--- src/rtl/data_break_arbiter_pkg.sv ---
// ============================================================================
// Module : sd_types (package)
// Brief  : Shared CPU major-state codes and the data-break arbiter FSM type.
// Rev    : 1.0 - initial release
// ============================================================================
`default_nettype none

package sd_types;

  // CPU major-state codes as presented on the 5-bit state bus
  localparam logic [4:0] c_st_fetch = 5'd0;
  localparam logic [4:0] c_st_defer = 5'd1;
  localparam logic [4:0] c_st_exec  = 5'd2;
  localparam logic [4:0] c_st_db1   = 5'd3;
  localparam logic [4:0] c_st_db2   = 5'd4;

  // Data-break arbiter control states
  typedef enum logic [1:0] {
    DB_IDLE  = 2'd0,
    DB_BREAK = 2'd1,
    DB_HOLD  = 2'd2
  } db_state_t;

endpackage : sd_types

`default_nettype wire

--- src/rtl/data_break_arbiter_rr_pick.sv ---
// ============================================================================
// Module : rr_pick
// Brief  : Combinational round-robin picker. The search starts at the
//          requester after last_grant and wraps, so the most recent winner
//          has lowest priority.
// Rev    : 1.0 - initial release
// ============================================================================
`default_nettype none

module rr_pick #(
  parameter int NREQ = 2,
  parameter int IW   = 1
) (
  input  logic [NREQ-1:0] req,
  input  logic [IW-1:0]   last_grant,
  output logic [IW-1:0]   winner,
  output logic            valid
);

  logic [IW-1:0] w_cand;

  // Walk candidates last_grant+1 .. last_grant+NREQ (mod NREQ); first hit wins
  always_comb begin
    valid  = 1'b0;
    winner = '0;
    w_cand = '0;
    for (int i = 1; i <= NREQ; i++) begin
      w_cand = IW'((int'(last_grant) + i) % NREQ);
      if (!valid && req[w_cand]) begin
        valid  = 1'b1;
        winner = w_cand;
      end
    end
  end

endmodule : rr_pick

`default_nettype wire

--- src/rtl/data_break_arbiter.sv ---
// ============================================================================
// Module : data_break_arbiter
// Brief  : Arbitrates several data-break requesters onto the single CPU
//          data-break port. One transfer at a time; the winner's address,
//          data and direction are frozen for the whole break, which ends on
//          DB2 (done) or on a wait timeout (err), followed by one HOLD clock.
// Rev    : 1.0 - initial release
// ============================================================================
`default_nettype none

module data_break_arbiter
  import sd_types::*;
#(
  parameter int NREQ    = 2,
  parameter int TIMEOUT = 255
) (
  input  logic                  clk,
  input  logic                  reset,
  input  logic                  clear,
  input  logic [4:0]            state,
  input  logic                  break_in_prog,
  input  logic [11:0]           dmaDIN,
  input  logic [NREQ-1:0]       req,
  input  logic [NREQ-1:0][14:0] req_addr,
  input  logic [NREQ-1:0]       req_wr,
  input  logic [NREQ-1:0][11:0] req_data,
  output logic [NREQ-1:0]       done,
  output logic [NREQ-1:0]       err,
  output logic [11:0]           rd_data,
  output logic                  data_break,
  output logic                  to_disk,
  output logic [14:0]           dmaAddr,
  output logic [11:0]           dmaDOUT
);

  localparam int         c_iw      = (NREQ > 1) ? $clog2(NREQ) : 1;
  localparam logic [7:0] c_timeout = 8'(TIMEOUT);

  db_state_t       r_state;
  logic [c_iw-1:0] r_last;
  logic [c_iw-1:0] r_win;
  logic [7:0]      r_cnt;
  logic [c_iw-1:0] w_win;
  logic            w_valid;

  rr_pick #(
    .NREQ (NREQ),
    .IW   (c_iw)
  ) u_rr_pick (
    .req        (req),
    .last_grant (r_last),
    .winner     (w_win),
    .valid      (w_valid)
  );

  // Arbitration FSM with registered CPU-side and requester-side outputs
  always_ff @(posedge clk or posedge reset) begin
    if (reset) begin
      r_state    <= DB_IDLE;
      r_last     <= c_iw'(NREQ - 1);
      r_win      <= '0;
      r_cnt      <= '0;
      done       <= '0;
      err        <= '0;
      rd_data    <= '0;
      data_break <= 1'b0;
      to_disk    <= 1'b0;
      dmaAddr    <= '0;
      dmaDOUT    <= '0;
    end else if (clear) begin
      r_state    <= DB_IDLE;
      r_last     <= c_iw'(NREQ - 1);
      r_win      <= '0;
      r_cnt      <= '0;
      done       <= '0;
      err        <= '0;
      rd_data    <= '0;
      data_break <= 1'b0;
      to_disk    <= 1'b0;
      dmaAddr    <= '0;
      dmaDOUT    <= '0;
    end else begin
      // completion / abort strobes last exactly one clock
      done <= '0;
      err  <= '0;
      case (r_state)
        DB_IDLE: begin
          if (w_valid) begin
            r_win      <= w_win;
            dmaAddr    <= req_addr[w_win];
            dmaDOUT    <= req_data[w_win];
            to_disk    <= ~req_wr[w_win];
            data_break <= 1'b1;
            r_cnt      <= '0;
            r_state    <= DB_BREAK;
          end
        end
        DB_BREAK: begin
          // DB2 is checked first so it wins over a coincident timeout
          if (state == c_st_db2) begin
            rd_data     <= dmaDIN;
            data_break  <= 1'b0;
            done[r_win] <= 1'b1;
            r_last      <= r_win;
            r_state     <= DB_HOLD;
          end else if (!break_in_prog) begin
            // a break already under way in the CPU freezes the wait count
            if (r_cnt == c_timeout) begin
              data_break <= 1'b0;
              err[r_win] <= 1'b1;
              r_last     <= r_win;
              r_state    <= DB_HOLD;
            end else begin
              r_cnt <= r_cnt + 8'd1;
            end
          end
        end
        DB_HOLD: begin
          r_cnt   <= '0;
          r_state <= DB_IDLE;
        end
        default: begin
          r_state <= DB_IDLE;
        end
      endcase
    end
  end

endmodule : data_break_arbiter

`default_nettype wire

--- config.mk ---
export PLATFORM = sky130hd
export DESIGN_NAME = data_break_arbiter
export DESIGN_NICKNAME = d
export VERILOG_FILES = /design/src/rtl/data_break_arbiter_pkg.sv /design/src/rtl/data_break_arbiter_rr_pick.sv /design/src/rtl/data_break_arbiter.sv
export SDC_FILE = /design/constraint.sdc
export NUM_CORES = 1
export LEC_CHECK = 0
export BUFFER_PORTS_ARGS = -buffer_cell sky130_fd_sc_hd__buf_2
export CORE_ASPECT_RATIO = 1.5
export CORE_UTILIZATION = 26
export DETAILED_ROUTE_END_ITERATION = 7
export PLACE_DENSITY = 0.59
export SYNTH_ARGS = -nofsm -noshare
export SYNTH_HDL_FRONTEND = slang
export SYNTH_HIERARCHICAL = 1
export SYNTH_SLANG_ARGS = --single-unit
--- constraint.sdc ---
create_clock -name clk -period 2.2 [get_ports clk]
set_input_delay 0.44 -clock clk [delete_from_list [all_inputs] [get_ports clk]]
set_output_delay 0.44 -clock clk [all_outputs]
set_load 0.05 [all_outputs]
==> impl_metrics.yaml <==
outcome:
  status: "completed"
floorplan:
  rows: 45
  core_um2: 10190
  initial_core_util_pct: 26.83
  dieArea_um2: 10940
  die_x_um: 85.73
  die_height_um: 127.6
  ios: 124
final_layout:
  nFillCells: 1045
  finalNetCount: 456
  multi_input_area_um2: 1225
  drive_gt1_share_pct: 42.78
  seq_area_um2: 1428
  stdcell_area_um2: 3866
  syn_to_final_growth_pct: 41.42
  antennaDiodeCount: 0
clock_network:
  clock_latency_ps: 330
  cts_tree: "done"
  clockRootBuffer: "clkbuf_16"
  clock-sinks: 57
  cts_resized: 0
  cts.path.max_buffers: 2
  clkTransAtPathRegs_ps: 50
  cts_hold_buf: 0
  numCtsBuffers: 9
  post-cts-setup-buffer-count: 0
  htreeDepth: 3
synth:
  async_reset_ff_share_pct: 100.0
  synth_cells: 248
  ys_seq_area_share_pct: 52.22
  synth.distinct_cells: 47
  yosysWarnings: 6
  synth-seq-cells: 57
  synth_area_um2: 2734
  syn_nets: 328
  synth_flop_cell: "dfrtp_1"
  syn_avg_cell_area_um2: 11.02
  synth-edff-count: 0
sta:
  setup_viol: 0
  worstMarginPinSlew_ps: 644.7
  fmax_ghz: 0.5284
  rsz0062_at_grt: "false"
  fin_crit_ps: 1893
  setup_tns_ps: 0
  worst_clock_skew_ps: 5.748
  slew_violations: 0
  finalHoldViolations: 0
  finalCritPeriodShare_pct: 86.03
  slew_headroom_pct: 56.96
place:
  io_buffer_count: 123
  gp_congestion: 0.7803
  hpwlAfterDp_mm: 5.228
  postPlaceCellArea_um2: 3562
power:
  p_per_area_nw_per_um2: 877.2
  vdd_drop_max_mv: 0.3918
  finalPower_mw: 3.392
  power_leakage_nw: 1.942
grt:
  antenna_found_initial: 0
  grt_pass1_vias: 2390
  grt_max_degree: 33
  grt_use_total_pct: 13.41
  grt_overflow_total: 0
  grt_first_pass_wirelength_mm: 11.20
routing:
  ant_nets: 0
  drc: 0
  wl_mm: 6.895
  viasPerCell: 4.613
  drt_iter0_drc: 106
  vias: 2408
  wl_per_cell_um: 13.21
  first_pass_iters: 4
run:
  cap_viol_max_count: 0
critical_path:
  endpoint_kind: "register"
  start_kind: "register"
  worstSetupPathType: "reg -> reg"
  cp.arrival_ps: 2070
  crit_required_ps: 2380
  cp_max_fo: 7
  reg2reg_slack_ps: 310
worst_hold_path:
  hp-class: "in -> async"
cells in the mapped netlist, types with 2 or more instances:
cell | number | area (um2)
dfrtp_1 | 56 | 1401
nand2_1 | 33 | 123.9
mux2i_1 | 30 | 300.3
o31ai_1 | 29 | 217.7
a22o_1 | 12 | 105.1
clkbuf_1 | 9 | 33.78
nor2_1 | 7 | 26.28
inv_1 | 6 | 22.52
buf_2 | 5 | 25.02
nor3_1 | 5 | 25.02
and3_1 | 4 | 25.02
nand3_1 | 4 | 20.02
nor3b_1 | 4 | 30.03
a21oi_1 | 3 | 15.01
a31oi_1 | 3 | 18.77
a41oi_1 | 2 | 17.52
buf_1 | 2 | 7.510
nor4_1 | 2 | 12.51
o211ai_1 | 2 | 15.01
o21a_1 | 2 | 15.01
or3_1 | 2 | 12.51
cells by family (layout without fill, tap and decap cells):
| family | count (synthesis) | after routing | share of synthesized area, % |
|---|---|---|---|
| AOI/OAI and AO/OA | 63 | 63 | 18.12 |
| DFF | 57 | 57 | 52.22 |
| adders and majority gates | 1 | 1 | 0.4576 |
| muxes | 31 | 31 | 11.40 |
| and+or+nand+nor | 72 | 72 | 13.82 |
| buffers and inverters | 23 | 156 | 3.661 |
| xor gates and xnor gates | 1 | 1 | 0.3204 |
sequential cells by signal, summed over array words and instances, names as in the netlist:
register	flops
data_break	1
r_cnt	8
dmaAddr	15
err	2
r_last	1
done	2
r_state	2
dmaDOUT	12
r_win	1
rd_data	12
to_disk	1
layer usage:
| metal | GRT usage [%] | vias up | part of all wire [%] |
|---|---|---|---|
| met4 | 8.039 | 0 | 2.7 |
| met3 | 2.390 | 11 | 3.8 |
| li1 | - | 1174 | - |
| met1 | 14.44 | 1146 | 40 |
| met2 | 24.14 | 77 | 53 |
| met5 | 0 | - | 0 |
where the power goes:
part | switching (mW) | internal (mW)
combinational | 0.532 | 0.248
sequential | 0.0609 | 1.14
clock | 0.520 | 0.886
final cells by class:
class	count	area share, %
Timing Repair Buffer	134	18.38
Clock buffer	9	5.825
Tap cell	141	4.563
Clock inverter	7	2.039
Multi-Input combinational cell	168	31.68
Inverter	6	0.5825
Sequential cell	57	36.93
stage by stage:
step | hold WS (ps) | setup WS [ps] | instances | util, %
floorplan | 452.0 | 362.0 | 248 | -
global placement | 454.4 | 309.3 | 506 | 34.95
detailed placement | 460.3 | 278.1 | 506 | 34.95
CTS | 224.3 | 282.7 | 522 | 37.94
global route | 257.8 | 171.6 | 522 | 37.94
finish | 198.1 | 307.4 | 522 | 37.94
cells in the final DEF, fill, tap and decap left out, drive strengths merged, types with 5 or more instances in the layout:
cell type and instances:
buf 134, nor3 6, clkbuf 9, nor2 8, dfrtp 56, o31ai 30
inv 8, a22o 12, nand2 33, mux2i 30, nor3b 5
worst max-delay path, cell delays in order (launching register included):
cell,delay [ps]
dfrtp_1,400
ha_1,260
nand4_1,210
o211ai_1,190
o31ai_2,520
a31oi_1,170
final timing paths:
check	start	endpoint	cells after the start
max	r_cnt[0]	r_cnt[4]	5
min in group clk	dmaDIN[3]	rd_data[3]	2
min	reset	rd_data[0]	2
max reg2reg	r_cnt[0]	r_cnt[4]	5
max in group asynchronous	reset	dmaAddr[11]	3
min reg2reg	dmaDOUT[1]	dmaDOUT[1]	2
No activity file was read; power rests on OpenSTA's default activity.
